<file path="config.mk">
export PLATFORM = sky130hd
export DESIGN_NAME = capture_sequencer
export DESIGN_NICKNAME = d
export VERILOG_FILES = /design/src/rtl/capture_sequencer.sv
export SDC_FILE = /design/constraint.sdc
export NUM_CORES = 1
export LEC_CHECK = 0
export ABC_CLOCK_PERIOD_IN_PS = 3500
export BUFFER_PORTS_ARGS = -buffer_cell sky130_fd_sc_hd__buf_2
export CORE_AREA = 3 3 134 136
export CTS_BUF_LIST = sky130_fd_sc_hd__clkbuf_4 sky130_fd_sc_hd__clkbuf_8
export DETAILED_ROUTE_END_ITERATION = 6
export DIE_AREA = 0 0 137 139
export GPL_TIMING_DRIVEN = 0
export PLACE_DENSITY = 0.68
export SLEW_MARGIN = 20
export SYNTH_ARGS = -nofsm -noshare
export SYNTH_HDL_FRONTEND = slang
export SYNTH_SLANG_ARGS = --single-unit
</file>
<file path="constraint.sdc">
create_clock -name clk -period 3.5 [get_ports clk]
set_clock_uncertainty 0.1 [all_clocks]
set_input_delay 0 -clock clk [delete_from_list [all_inputs] [get_ports clk]]
set_output_delay 0 -clock clk [all_outputs]
set_load 0.005 [all_outputs]
</file>
<file path="src/rtl/capture_sequencer.sv">
// Capture sequencer: arms the trigger unit, applies a post-trigger offset and streams
// per-segment FIFO write strobes. Optional trigger timeout enabled by CAPTURE_SEQ_TIMEOUT_EN.
module capture_sequencer #(
   parameter int SAMPLE_W  = 17,
   parameter int SEG_W     = 16,
   parameter int OFFSET_W  = 32,
   parameter int TIMEOUT_W = 32
) (
   input  logic                 clk,
   input  logic                 reset,
   input  logic                 arm_i,
   input  logic                 abort_i,
   input  logic [OFFSET_W-1:0]  trigger_offset_i,
   input  logic [SAMPLE_W-1:0]  samples_i,
   input  logic [SEG_W-1:0]     segments_i,
   input  logic [TIMEOUT_W-1:0] timeout_i,
   output logic                 arm_o,
   input  logic                 capture_go_i,
   output logic                 capture_done_o,
   output logic                 fifo_wr_o,
   input  logic                 fifo_full_i,
   output logic                 busy_o,
   output logic                 done_o,
   output logic                 overflow_o,
   output logic                 timeout_o,
   output logic [SEG_W-1:0]     segment_cnt_o
);

   typedef enum logic [2:0] {
      S_IDLE    = 3'd0,
      S_ARMED   = 3'd1,
      S_OFFSET  = 3'd2,
      S_CAPTURE = 3'd3,
      S_REARM   = 3'd4,
      S_DONE    = 3'd5
   } state_t;

   localparam logic [OFFSET_W-1:0] OFF_ZERO = {OFFSET_W{1'b0}};
   localparam logic [OFFSET_W-1:0] OFF_ONE  = OFFSET_W'(1);
   localparam logic [SAMPLE_W-1:0] SMP_ZERO = {SAMPLE_W{1'b0}};
   localparam logic [SAMPLE_W-1:0] SMP_ONE  = SAMPLE_W'(1);
   localparam logic [SEG_W-1:0]    SEG_ZERO = {SEG_W{1'b0}};
   localparam logic [SEG_W-1:0]    SEG_ONE  = SEG_W'(1);

   state_t              state_r;
   state_t              state_s;
   logic                arm_prev_r;
   logic [OFFSET_W-1:0] offset_r;
   logic [OFFSET_W-1:0] off_cnt_r;
   logic [SAMPLE_W-1:0] samples_r;
   logic [SAMPLE_W-1:0] smp_cnt_r;
   logic [SEG_W-1:0]    segments_r;
   logic [SEG_W-1:0]    seg_cnt_r;
   logic                arm_r;
   logic                capture_done_r;
   logic                fifo_wr_r;
   logic                busy_r;
   logic                done_r;
   logic                overflow_r;
   logic                timeout_r;

   logic                arm_rise_s;
   logic                start_s;
   logic                abort_s;
   logic                ovf_s;
   logic                tmo_hit_s;
   logic                tmo_exp_s;
   logic                seg_inc_s;

   assign arm_rise_s = arm_i & ~arm_prev_r;

`ifdef CAPTURE_SEQ_TIMEOUT_EN
   localparam logic [TIMEOUT_W-1:0] TMO_ZERO = {TIMEOUT_W{1'b0}};
   localparam logic [TIMEOUT_W-1:0] TMO_ONE  = TIMEOUT_W'(1);

   logic [TIMEOUT_W-1:0] timeout_cfg_r;
   logic [TIMEOUT_W-1:0] tmo_cnt_r;

   assign tmo_exp_s = (state_r == S_ARMED) && (timeout_cfg_r != TMO_ZERO) &&
                      (tmo_cnt_r == timeout_cfg_r - TMO_ONE);

   // Trigger-wait counter, restarted on every entry into ARMED
   always_ff @(posedge clk or negedge reset) begin
      if (!reset) begin
         timeout_cfg_r <= TMO_ZERO;
         tmo_cnt_r     <= TMO_ZERO;
      end else begin
         if (start_s) begin
            timeout_cfg_r <= timeout_i;
         end else begin
            timeout_cfg_r <= timeout_cfg_r;
         end
         if ((state_r == S_ARMED) && (state_s == S_ARMED) && (timeout_cfg_r != TMO_ZERO)) begin
            tmo_cnt_r <= tmo_cnt_r + TMO_ONE;
         end else begin
            tmo_cnt_r <= TMO_ZERO;
         end
      end
   end
`else
   // timeout_i has no effect in this build; the reduction only keeps the input referenced
   assign tmo_exp_s = 1'b0 & (^timeout_i);
`endif

   // Next-state decode; abort outranks every other event outside IDLE
   always_comb begin
      state_s   = state_r;
      start_s   = 1'b0;
      abort_s   = 1'b0;
      ovf_s     = 1'b0;
      tmo_hit_s = 1'b0;
      seg_inc_s = 1'b0;
      case (state_r)
         S_IDLE: begin
            if (arm_rise_s && !abort_i) begin
               state_s = S_ARMED;
               start_s = 1'b1;
            end else begin
               state_s = S_IDLE;
            end
         end
         S_ARMED: begin
            if (abort_i) begin
               state_s = S_IDLE;
               abort_s = 1'b1;
            end else if (capture_go_i || tmo_exp_s) begin
               tmo_hit_s = ~capture_go_i;
               if (offset_r == OFF_ZERO) begin
                  state_s = S_CAPTURE;
               end else begin
                  state_s = S_OFFSET;
               end
            end else begin
               state_s = S_ARMED;
            end
         end
         S_OFFSET: begin
            if (abort_i) begin
               state_s = S_IDLE;
               abort_s = 1'b1;
            end else if (off_cnt_r == offset_r - OFF_ONE) begin
               state_s = S_CAPTURE;
            end else begin
               state_s = S_OFFSET;
            end
         end
         S_CAPTURE: begin
            if (abort_i) begin
               state_s = S_IDLE;
               abort_s = 1'b1;
            end else if (fifo_full_i) begin
               state_s   = S_REARM;
               ovf_s     = 1'b1;
               seg_inc_s = 1'b1;
            end else if (smp_cnt_r == samples_r - SMP_ONE) begin
               state_s   = S_REARM;
               seg_inc_s = 1'b1;
            end else begin
               state_s = S_CAPTURE;
            end
         end
         S_REARM: begin
            if (abort_i) begin
               state_s = S_IDLE;
               abort_s = 1'b1;
            end else if (overflow_r || (seg_cnt_r == segments_r)) begin
               state_s = S_DONE;
            end else begin
               state_s = S_ARMED;
            end
         end
         S_DONE: begin
            if (abort_i) begin
               state_s = S_IDLE;
               abort_s = 1'b1;
            end else if (!arm_i) begin
               state_s = S_IDLE;
            end else begin
               state_s = S_DONE;
            end
         end
         default: begin
            state_s = S_IDLE;
         end
      endcase
   end

   // State, latched configuration, counters and registered outputs
   always_ff @(posedge clk or negedge reset) begin
      if (!reset) begin
         state_r        <= S_IDLE;
         arm_prev_r     <= 1'b0;
         offset_r       <= OFF_ZERO;
         off_cnt_r      <= OFF_ZERO;
         samples_r      <= SMP_ZERO;
         smp_cnt_r      <= SMP_ZERO;
         segments_r     <= SEG_ZERO;
         seg_cnt_r      <= SEG_ZERO;
         arm_r          <= 1'b0;
         capture_done_r <= 1'b0;
         fifo_wr_r      <= 1'b0;
         busy_r         <= 1'b0;
         done_r         <= 1'b0;
         overflow_r     <= 1'b0;
         timeout_r      <= 1'b0;
      end else begin
         state_r    <= state_s;
         arm_prev_r <= arm_i;

         if (start_s) begin
            offset_r   <= trigger_offset_i;
            samples_r  <= (samples_i == SMP_ZERO) ? SMP_ONE : samples_i;
            segments_r <= (segments_i == SEG_ZERO) ? SEG_ONE : segments_i;
            seg_cnt_r  <= SEG_ZERO;
            done_r     <= 1'b0;
            overflow_r <= 1'b0;
            timeout_r  <= 1'b0;
         end else begin
            if (seg_inc_s) begin
               seg_cnt_r <= seg_cnt_r + SEG_ONE;
            end
            if (state_s == S_DONE) begin
               done_r <= 1'b1;
            end
            if (ovf_s) begin
               overflow_r <= 1'b1;
            end
            if (tmo_hit_s) begin
               timeout_r <= 1'b1;
            end
         end

         // Counters restart on every entry, so they never need to wrap
         if ((state_r == S_OFFSET) && (state_s == S_OFFSET)) begin
            off_cnt_r <= off_cnt_r + OFF_ONE;
         end else begin
            off_cnt_r <= OFF_ZERO;
         end
         if ((state_r == S_CAPTURE) && (state_s == S_CAPTURE)) begin
            smp_cnt_r <= smp_cnt_r + SMP_ONE;
         end else begin
            smp_cnt_r <= SMP_ZERO;
         end

         arm_r          <= (state_s == S_ARMED) || (state_s == S_OFFSET) || (state_s == S_CAPTURE);
         busy_r         <= (state_s == S_ARMED) || (state_s == S_OFFSET) ||
                           (state_s == S_CAPTURE) || (state_s == S_REARM);
         fifo_wr_r      <= (state_s == S_CAPTURE);
         capture_done_r <= (state_s == S_REARM) || abort_s;
      end
   end

   assign arm_o          = arm_r;
   assign capture_done_o = capture_done_r;
   assign fifo_wr_o      = fifo_wr_r;
   assign busy_o         = busy_r;
   assign done_o         = done_r;
   assign overflow_o     = overflow_r;
   assign timeout_o      = timeout_r;
   assign segment_cnt_o  = seg_cnt_r;

endmodule

</file>
* Yosys cells after proc, flatten, opt, wreduce, memory -nomap -nowiden
Index checks and enable logic that the tools add are counted.
** Word-level totals
- Input bits :: 103
- Register bits after elaboration :: 141
- Output and inout port bits :: 23
** Cells by class
- Equality and inequality tests :: 13
- Add/sub/neg operators :: 5
- Bitwise logic cells :: 3
- Multiplexer cells :: 40
- Reductions and logical operators :: 18
** Operators by type and width (number)
- 16-bit 2-to-1 mux :: 3
- 17-bit 2-to-1 mux :: 2
- 32-bit by 1-bit adder with 32-bit output, second input constant :: 1
- 32-bit equality test :: 1
- 32-bit logical NOT :: 1
- 32-bit 2-to-1 mux :: 1
- 32-bit by 1-bit subtractor with 32-bit output, second input constant :: 1
- 3-bit 2-to-1 mux :: 9
- 1-bit 2-to-1 mux :: 23
- 3-bit case mux with 6 select lines :: 1
- 17-bit by 1-bit adder with 17-bit output, second input constant :: 1
- 17-bit equality test :: 1
- 17-bit logical NOT :: 1
- 17-bit by 1-bit subtractor with 17-bit output, second input constant :: 1
- 16-bit by 1-bit adder with 16-bit output, second input constant :: 1
- 16-bit equality test :: 1
- 16-bit logical NOT :: 1
- 3-bit by 2-bit equality test with 1-bit output, second input constant :: 4
- 3-bit equality test, second input constant :: 4
- 2-bit nonzero test :: 4
- 3-bit by 1-bit equality test with 1-bit output, second input constant :: 2
- 1-bit logical OR :: 5
- 5-bit OR reduction :: 1
- 1-bit logical AND :: 3
- 5 further kinds :: 6

* Logic depth before layout (Yosys ltp)
- Depth after elaboration :: 10
- Gate-level depth with buffers :: 12
- Gate-level depth less buffers :: 10

* Least setup slack after synthesis
No wires, ideal clock.
- Kind :: register -> register
- Start :: register samples_r[0]
- End :: register seg_cnt_r[12] (netlist: segment_cnt_o[12])
- Buffers on the path :: 1
- Required time :: 3322 ps
- Cell stages (with the launch flop) :: 12
- Path slack :: 404 ps
- Data arrival time :: 2918 ps
- Cells stage by stage :: dfrtp_1 inv_1 ha_1 or4b_1 nor4_1 o21ai_1 o22a_1 nor4_1 a41oi_4 buf_6 or4_1 a21oi_1
** Between the ends
- Word-level cells in the longest chain between the ends :: 7
** Ends and longest elaborated chain
- from (decl) :: line 50 : logic [SAMPLE_W-1:0] samples_r;
- from (signal assigned) :: line 212 : samples_r <= (samples_i == SMP_ZERO) ? SMP_ONE : samples_i;
- 17-bit by 1-bit subtractor with 17-bit output :: line 155 : end else if (smp_cnt_r == samples_r - SMP_ONE) begin
- 17-bit equality test :: line 155
- 1-bit 2-to-1 mux :: line 155
- 1-bit 2-to-1 mux :: line 151 : end else if (fifo_full_i) begin
- 1-bit 2-to-1 mux :: line 148 : if (abort_i) begin
- 1-bit 2-to-1 mux :: line 113 : case (state_r)
- 2-bit nonzero test (no source line)
- to (signal assigned) :: line 220 : seg_cnt_r <= seg_cnt_r + SEG_ONE;
- to (decl) :: line 53 : logic [SEG_W-1:0] seg_cnt_r;
Every way passes these cells.
A chain may end at the register's enable or synchronous reset.

* Worst setup path in the final report
- Start :: register samples_r[0]
- End :: register seg_cnt_r[4] (netlist: segment_cnt_o[4])
Same word-level chain as after synthesis.

==> results.md <==
- Status: completed
- Setup crit start kind: flop
- Num CTS Buffers: 17
- Register area share after synthesis: 43.86%
- Final Hold Viols: 0
- Asr flop ratio synth: 100.0%
- Antenna viol nets, final: 0
- FP Rows: 48
- Starting DRT DRC Count: 612
- H-tree depth: 4
- Vias: 7365
- Synthesis-stage register bit count: 141
- Reg clk slew, reported paths: 0.10 ns
- WL/cell: 15.95 um
- Layout cells sized above 1: 13.86%
- Clock Path Buffers: 2
- Total GRT Usage: 23.60%
- Yosys cell types: 57
- Post-detail-place hpwl: 15070 um
- Main synth FF type: dfrtp_1
- Hold_sp: trigger_offset_i[21]
- CP Data Arrival Time: 3.64 ns
- Critical path launch point: samples_r[0]
- Clock sinks: 141
- Number of synthesized flops with an enable pin: 0
- Port Buf Inserts: 92
- Worst setup EP type: flop
- Syn avg cell area: 8.567 um2
- Skew-Pair Late Insertion Delay: 0.47 ns
- Final Power: 4446 uW
- Family with the most delay on the worst path: simple AND/OR/NAND/NOR gates
- Post-layout util: 59.04%
- Crit Reg-Reg Startpoint: samples_r[0]
- RePlAce Congestion: 0.8822
- Die area: 19040 um2
- Critical Path RT: 3.79 ns
- Hold WC Path Type: input pin to flop
- Slew @ Worst Pin: 0.7379 ns
- Critical path cell sequence: inv_1 -> ha_1 -> or4b_4 -> nor4_2 -> o21ai_1 -> o22a_1 -> nor4_4 -> a41oi_4 -> buf_4 -> or4_1 -> a21oi_1
- Remaining routing DRC violations: 0
- Number of global-route vias before repair: 7034
- Area grow syn2layout: 25.20%
- Die Wd: 137 um
- Area leader, netlist: dfrtp_1
- Die Y: 139 um
- Net Count, Synth: 1047
- # setup viols final: 0
- PwrDens: 441.4 nW/um2
- Fin cells: 1365
- Avg Vias per Cell: 5.396
- Max_cap viols: 0
- Top cells by area, synth: dfrtp_1 (44%), nand2_1 (10%), xnor2_1 (7.3%)
- First-pass GRT wire length: 35710 um
- Inst Count DP: 1257
- Area of the mapped netlist: 8044 um2
- CP bufs+invs: 2
- Core Region: 17060 um2
- Slew margin rel.: 50.36%
- Slowest stage delay, CP: 0.50 ns
- Io pins: 126
- Clock root buffer: clkbuf_8
- CTS tree: done
- Diodes inserted: 0
- Max Clock Freq: 0.2985 GHz
- Overflow after GRT: 0
- Mapped Cells: 939
- Crit path max-delay cell type: or4b_4
- Critical path peak fanout: 6
- Critical path type: flop to flop
- Crit share post-route: 95.72%
- # nets final: 1235
- Yosys warns: 0
- Initial antenna violation count: 0
- P_leak: 0.004397 uW
- Placed Area: 8823 um2
- Top-area cell type share of the netlist area: 43.86%
- Slew Viols, Final: 0
- Tmin final: 3.350 ns
- TritonRoute pass-1 iters: 7
- Final WL: 21770 um
- Max VDD drop: 0.4584 mV
- Pin count of the biggest net entering global routing: 76
- Initial Utilization: 47.16%
- Cell area after layout: 10070 um2
## cells in the final DEF, fill, tap and decap left out, types with 5 or more instances in the layout
master and instances:
nand2_1 222, dfrtp_1 141, buf_2 93, nor2_1 90
dlygate4sd3_1 73, xnor2_1 67, xor2_1 55, nand3_1 39
clkbuf_1 37, or4_1 23, nand4_1 23, nor3_1 21
nor4_1 21, a21oi_1 21, o21ai_0 19, clkbuf_8 18
inv_1 16, and3_1 15, o31ai_1 14, inv_6 10
nor2b_1 7, nand2b_1 7, or3_1 7, a31oi_1 6
o211ai_1 6, mux2i_1 5, nand3b_1 5, and4_1 5
## synth_stat cells (5+ instances only)
| library cell | instances |
|---|---|
| nand4_1 | 23 |
| nand3b_1 | 5 |
| and4_1 | 5 |
| or4_1 | 24 |
| xnor2_1 | 67 |
| nand2b_1 | 7 |
| o211ai_1 | 6 |
| or3_1 | 7 |
| a31oi_1 | 6 |
| nor2_1 | 90 |
| ha_1 | 5 |
| inv_1 | 16 |
| nand3_1 | 39 |
| dfrtp_1 | 141 |
| o21ai_0 | 19 |
| and3_1 | 15 |
| mux2i_1 | 5 |
| nor3_1 | 22 |
| nor2b_1 | 7 |
| a21oi_1 | 21 |
| clkbuf_1 | 41 |
| o31ai_1 | 16 |
| nor4_1 | 25 |
| xor2_1 | 55 |
| nand2_1 | 223 |
## path summary, 6_finish.rpt
kind / slack [ns] / cells past startpoint / end
max in group asynchronous: 1.41 / 4 / smp_cnt_r[9]
max reg2reg: 0.15 / 11 / segment_cnt_o[4]
min reg2reg: 0.40 / 2 / segments_r[15]
min in group asynchronous: 0.47 / 3 / smp_cnt_r[5]
min: 0.15 / 4 / offset_r[21]
max: 0.15 / 11 / segment_cnt_o[4]
## kinds of logic after synthesis
| family | Yosys count | share of synthesized area (%) |
|---|---|---|
| flops | 141 | 43.86 |
| mux | 7 | 0.9022 |
| xor+xnor | 122 | 13.28 |
| simple gates | 518 | 31.28 |
| compound gates | 87 | 7.031 |
| fa+ha+maj | 5 | 0.7777 |
| buf+inv | 59 | 2.862 |
## flip-flops by register name, indices dropped and copies added, names as in the netlist, 3 cells and up
name,flops
state_r,3
smp_cnt_r,17
samples_r,17
segments_r,16
offset_r,32
segment_cnt_o,16
off_cnt_r,32
## routing by layer
metal | wire length, um | track usage [%]
met5 | 0 | 0
met4 | 375 | 7.353
met3 | 1104 | 4.100
met2 | 10070 | 36.59
met1 | 10220 | 33.75
## tightest hold or removal path, cell delays in order
cell	delay (ns)
dlygate4sd3_1	0.52
buf_2	0.09
nand2_1	0.04
nand2_1	0.04
## final cells by class
class	instances	area (um2)
fill	1546	6985
multi-input combinational	739	4377
sequential	141	3528
timing repair buffer	169	1251
tap	225	281.5
clock buffer	18	247.7
buffer	43	180.2
clock inverter	14	145.1
inverter	16	60.06
## where the power goes
group | internal, uW | switching, uW
registers | 1800 | 219
clock network | 609 | 733
logic | 492 | 595
## repair_timing
item	in CTS	in global routing
resized for setup	6	21
endpoints found under the setup margin	54	67
pin swaps	0	2
setup buffers	0	3
endpoints found under the hold margin	211	0
hold buffers	73	0
## stage by stage
step	setup WS [ns]	hold WS (ns)	setup TNS (ns)
after floorplan	0.4043	-0.3956	0
after global routing	-0.03540	0.1473	-0.1600
final	0.1498	0.1536	0
after global placement	-0.4009	0.03966	-11.25
after detailed placement	-0.4510	-0.1037	-13.81
after CTS	0.01303	0.1312	0
Note: power is estimated with default switching activity, not from simulation.
